===== src/rtl/wb_regfile_pkg.sv =====
// Shared CPU definitions: EX/WB bundle layout and a helper to split it into fields.
package wb_regfile_pkg;

  localparam int unsigned EXWB_W = 72;
  localparam int unsigned RES_LO = 0;
  localparam int unsigned RES_HI = 31;
  localparam int unsigned WE_BIT = 32;
  localparam int unsigned RD_LO  = 33;
  localparam int unsigned RD_HI  = 37;
  localparam int unsigned RAW    = RD_HI - RD_LO + 1;
  localparam int unsigned RESW   = RES_HI - RES_LO + 1;

  typedef struct packed {
    logic            we;
    logic [RAW-1:0]  rd;
    logic [RESW-1:0] res;
  } wb_t;

  function automatic wb_t wb_unpack(input logic [EXWB_W-1:0] bus);
    wb_t w;
    w.res = bus[RES_HI:RES_LO];
    w.we  = bus[WE_BIT];
    w.rd  = bus[RD_HI:RD_LO];
    return w;
  endfunction

endpackage


===== src/rtl/wb_scoreboard.sv =====
// Per-register saturating pending-write counters and the operand stall decision.
module wb_scoreboard
  import wb_regfile_pkg::*;
#(
  parameter int unsigned NREG = 32,
  parameter int unsigned CW   = 2
) (
  input  logic           clk,
  input  logic           rst,
  input  logic           issue_valid,
  input  logic [RAW-1:0] issue_rd,
  input  logic           wb_we,
  input  logic [RAW-1:0] wb_rd,
  input  logic [RAW-1:0] rs_addr,
  input  logic [RAW-1:0] rt_addr,
  output logic           stall
);

  localparam logic [CW-1:0] CntMax = '1;

  logic [CW-1:0]   cnt_q [NREG];
  logic [CW-1:0]   cnt_d [NREG];
  logic [NREG-1:0] inc, dec;
  logic            stall_rs, stall_rt;

  // wb_we is already qualified with a nonzero destination.
  always_comb begin
    for (int unsigned i = 0; i < NREG; i++) begin
      inc[i]   = issue_valid && (issue_rd == RAW'(i)) && (i != 0);
      dec[i]   = wb_we && (wb_rd == RAW'(i));
      cnt_d[i] = cnt_q[i];
      if (inc[i] && !dec[i] && (cnt_q[i] != CntMax)) begin
        cnt_d[i] = cnt_q[i] + CW'(1);
      end else if (dec[i] && !inc[i] && (cnt_q[i] != '0)) begin
        cnt_d[i] = cnt_q[i] - CW'(1);
      end
    end
  end

  always_ff @(posedge clk) begin
    if (rst) begin
      for (int unsigned i = 0; i < NREG; i++) begin
        cnt_q[i] <= '0;
      end
    end else begin
      cnt_q <= cnt_d;
    end
  end

  // A single outstanding write that retires this cycle is covered by the bypass.
  assign stall_rs = (rs_addr != '0) &&
                    ((cnt_q[rs_addr] > CW'(1)) ||
                     ((cnt_q[rs_addr] == CW'(1)) && !(wb_we && (wb_rd == rs_addr))));
  assign stall_rt = (rt_addr != '0) &&
                    ((cnt_q[rt_addr] > CW'(1)) ||
                     ((cnt_q[rt_addr] == CW'(1)) && !(wb_we && (wb_rd == rt_addr))));
  assign stall    = stall_rs || stall_rt;

endmodule


===== src/rtl/wb_regfile.sv =====
// Register file with WB bypass, writeback counter and pending-write scoreboard.
module wb_regfile
  import wb_regfile_pkg::*;
#(
  parameter int unsigned NREG = 32,
  parameter int unsigned DW   = 32,
  parameter int unsigned CW   = 2
) (
  input  logic              clk,
  input  logic              rst,
  input  logic [EXWB_W-1:0] wb_in,
  input  logic [RAW-1:0]    rs_addr,
  input  logic [RAW-1:0]    rt_addr,
  output logic [DW-1:0]     rs_data,
  output logic [DW-1:0]     rt_data,
  input  logic              issue_valid,
  input  logic [RAW-1:0]    issue_rd,
  output logic              stall,
  output logic [31:0]       retired
);

  wb_t         wb;
  logic        wb_we;
  logic [DW-1:0] rf_q [NREG];
  logic [31:0] retired_q, retired_d;

  assign wb    = wb_unpack(wb_in);
  assign wb_we = wb.we && (wb.rd != '0);

  assign retired_d = wb_we ? retired_q + 32'd1 : retired_q;

  // r0 is never written, so it keeps its reset value of zero.
  always_ff @(posedge clk) begin
    if (rst) begin
      for (int unsigned i = 0; i < NREG; i++) begin
        rf_q[i] <= '0;
      end
      retired_q <= '0;
    end else begin
      if (wb_we) begin
        rf_q[wb.rd] <= DW'(wb.res);
      end
      retired_q <= retired_d;
    end
  end

  always_comb begin
    rs_data = rf_q[rs_addr];
    if (rs_addr == '0) begin
      rs_data = '0;
    end else if (wb_we && (wb.rd == rs_addr)) begin
      rs_data = DW'(wb.res);
    end
  end

  always_comb begin
    rt_data = rf_q[rt_addr];
    if (rt_addr == '0) begin
      rt_data = '0;
    end else if (wb_we && (wb.rd == rt_addr)) begin
      rt_data = DW'(wb.res);
    end
  end

  assign retired = retired_q;

  wb_scoreboard #(
    .NREG(NREG),
    .CW  (CW)
  ) u_scoreboard (
    .clk        (clk),
    .rst        (rst),
    .issue_valid(issue_valid),
    .issue_rd   (issue_rd),
    .wb_we      (wb_we),
    .wb_rd      (wb.rd),
    .rs_addr    (rs_addr),
    .rt_addr    (rt_addr),
    .stall      (stall)
  );

endmodule


===== config.mk =====
export PLATFORM = sky130hd
export DESIGN_NAME = wb_regfile
export DESIGN_NICKNAME = d
export VERILOG_FILES = /design/src/rtl/wb_regfile_pkg.sv /design/src/rtl/wb_scoreboard.sv /design/src/rtl/wb_regfile.sv
export SDC_FILE = /design/constraint.sdc
export NUM_CORES = 2
export LEC_CHECK = 0
export CAP_MARGIN = 20
export CORE_ASPECT_RATIO = 0.9
export CORE_UTILIZATION = 45
export CTS_BUF_LIST = sky130_fd_sc_hd__clkbuf_8
export DETAILED_ROUTE_END_ITERATION = 10
export PLACE_DENSITY = 0.7
export REMOVE_ABC_BUFFERS = 1
export SLEW_MARGIN = 20
export SYNTH_ARGS = -nofsm -noshare
export SYNTH_HDL_FRONTEND = slang
export SYNTH_SLANG_ARGS = --single-unit

===== constraint.sdc =====
create_clock -name clk -period 3.3 [get_ports clk]
set_clock_uncertainty 0.2 [all_clocks]
set_input_delay 0.66 -clock clk [delete_from_list [all_inputs] [get_ports clk]]
set_output_delay 0.66 -clock clk [all_outputs]
set_load 0.05 [all_outputs]

==> metrics.txt <==
Die Area 139000 um2; Final Hold Vio Count 0; crit share post-route 1.22; Final setup viols 65; grt ovf 0; total wire length 239000 um; worst hold slack 0.124 ns; area grow syn2layout 26.8%; Die Width 392 um; synthesized cell area 61700 um2; vias 47600; register area share after synthesis 0.529; grt peak-use layer met2; Max Cap Violations 0; HPWL after DPL 157000 um; initial core utilization 0.455; Int Power 25.0 mW; num ports 187; yosys warns 0; CTS Root Cell clkbuf_8; final weighted congestion in routability-driven placement 0.980; Net Sw Frac 0.286; Distinct cells, synth 74; clock network fraction of total power 0.333; initial antenna violation count 19; worst min path class primary input to flop; first-pass GRT wire length 332000 um; Final WS setup -0.729 ns; Max Root-Sink Buffers 3; DRC Markers 0; Mapped Avg Cell Area 13.6 um2; Post-DRT Antenna Nets 0; 1st-pass router iterations 8; Setup crit end kind primary output; Worst path max stage delay 0.45 ns; Die Y 353 um; vias in the first global route 45900; post-route cell area 78300 um2; clk slew on worst S/H paths 0.06 ns; Fin Setup TNS -31.07 ns; Buf/Inv on CP 1; Final Util 0.577; Final min period 4.03 ns; CP max stage cell mux4_2; num rows 128; crit path kind flop to primary output; layout cells sized above 1 0.347; CP required 2.44 ns; Comb pwr share 0.192; static leakage 28.1 nW; peak supply drop 0.285 mV; Seq cells post-synth 1119; fmax 248 MHz; switching power 10.0 mW; Rel. slew slack 0.367; Skew-Pair Late Insertion Delay 0.90 ns; unrepaired setup endpoints after global routing yes; port bufs 152; hold-fix buffers at CTS 0; ys async rst share 0; met2 GRT Util 0.509; number of buffers created by CTS 185; number of synthesized flops with an enable pin 1024; Max Transition Viols Final 0; power density cells 447 nW/um2; Worst setup SP type flop; GR Util All Layers 0.338; largest net degree at the start of global routing 129; per-cell routed wire length 33.5 um; Syn Inst Count 4525; dpl cell area 71600 um2; CTS tree yes; status finished with violations; nets@finish 5268; initial detailed-routing violation count 7988; register share of total power 0.475; violated checks negative setup slack; via/cell ratio 6.66; core area 136000 um2; CTS Sinks 1119; worst-margin pin slew 0.941 ns; cell family with most CP delay multiplexers; worst-path maximum fanout 5; met3 GRT Util 0.106; CP arrival 3.17 ns; crit-path cells mux4_2 -> mux2_4 -> and3_4 -> or4_4 -> a2111o_1 -> buf_12; top_reg_cell synth edfxtp_1; H-Tree Level Count 4; met1 usage 0.437
[cell families (layout without fill, tap and decap cells)]
family,Yosys count,in the layout,share of synthesized area
fa+ha+maj,1,1,0.000203
flops,1119,1119,0.529
other cells,1,42,0.0000607
simple gates,1575,1575,0.151
mux,729,729,0.216
buf+inv,499,1264,0.0348
xor+xnor,23,23,0.00326
compound gates,578,578,0.0662
[worst min-delay path, delay by kind of cell]
family	cells	cell delay, ns
buffers and inverters	2	0.30
AND/OR/NAND/NOR	1	0.08
[repair_timing]
item                                   CTS  global route
endpoints found under the hold margin    0             0
buffers inserted                        65            64
cloned                                  12             5
pin swaps                               89            70
setup endpoints to repair               65            65
resized for setup                      300           154
[final cells by class]
type	count	area (um2)
inverter	19	73.8
clock buffer	194	2670
sequential	1119	32700
multi-input combinational	2938	28700
timing repair buffer	914	11200
tap	1820	2280
antenna	10	25.0
fill	10300	57400
clock inverter	137	708
[power groups by stage]
stage	clock, mW	sequential (mW)	combinational (mW)
floorplan	0	16.7	2.62
global placement	0	16.8	5.90
detailed placement	0	16.9	5.94
CTS	11.7	16.6	6.37
global route	12.3	16.7	6.85
finish	11.7	16.6	6.74
[Yosys cell counts (59+ instances only)]
cell type / n / area share
a21oi_1: 92 / 0.0075
clkbuf_1: 346 / 0.021
a221o_1: 68 / 0.011
nor2b_1: 61 / 0.0062
mux2i_1: 242 / 0.039
a221oi_1: 69 / 0.0098
and2_1: 913 / 0.093
a211oi_1: 68 / 0.0083
nand3_1: 59 / 0.0048
edfxtp_1: 1024 / 0.50
dfxtp_1: 95 / 0.031
nand2_1: 151 / 0.0092
o21ai_0: 113 / 0.0092
nor3_1: 92 / 0.0075
nor2_1: 64 / 0.0039
mux4_2: 482 / 0.18
[layout by cell type, fill, tap and decap left out, types with 18 or more instances in the layout]
cell	n
edfxtp_1	1024
and2_1	912
mux4_2	482
buf_4	473
buf_12	262
mux2i_1	226
clkbuf_8	195
nand2_1	149
dfxtp_1	91
o21ai_0	89
inv_1	83
nor3_1	74
clkdlybuf4s50_1	70
a21oi_1	68
a221o_1	64
buf_6	60
nand3_1	55
a211oi_1	42
nor2b_1	40
clkinv_1	38
a221oi_1	35
and3_1	35
nand3b_1	35
nor2_1	34
nand2b_1	34
nor4_1	33
o211ai_1	33
conb_1	32
a31oi_1	31
a221oi_2	26
nor2_4	23
a211oi_2	23
nor2b_4	19
a21oi_2	18
buf_16	18
[metrics by stage]
stage / std cells / total power [mW] / worst slack (ns)
2_1_floorplan: 4076 / 19.4 / -1.94
3_3_place_gp: 6687 / 22.7 / -1.00
3_5_place_dp: 6688 / 22.8 / -1.02
4_1_cts: 7086 / 34.6 / -0.804
5_1_grt: 7144 / 35.8 / -0.844
6_report: 7151 / 35.0 / -0.729
[routing by layer]
metal / share of wire / vias to the layer above / wire length (um)
li1: - / 18900 / -
met1: 0.34 / 23600 / 81200
met2: 0.45 / 4260 / 107000
met3: 0.15 / 871 / 36400
met4: 0.063 / 4 / 15100
met5: 0.00013 / - / 31
[path summary, 6_finish.rpt]
path                                  startpoint                             endpoint  slack, ns  depth (start not counted)
min                                    wb_in[37]            rf_q[14][3]$_SDFFCE_PN0P_       0.12                          3
max          u_scoreboard.cnt_q[41]$_SDFFE_PP0P_                                stall      -0.73                          6
max reg2reg              retired[4]$_SDFFE_PP0P_             retired[31]$_SDFFE_PP0P_       0.80                          5
min reg2reg  u_scoreboard.cnt_q[62]$_SDFFE_PP0P_  u_scoreboard.cnt_q[62]$_SDFFE_PP0P_       0.29                          2
[state kept, by name, summed over array words and instances (netlist names)]
signal,count
retired,32
rf_q,1024
u_scoreboard.cnt_q,63
No activity file was read; power rests on OpenSTA's default activity.
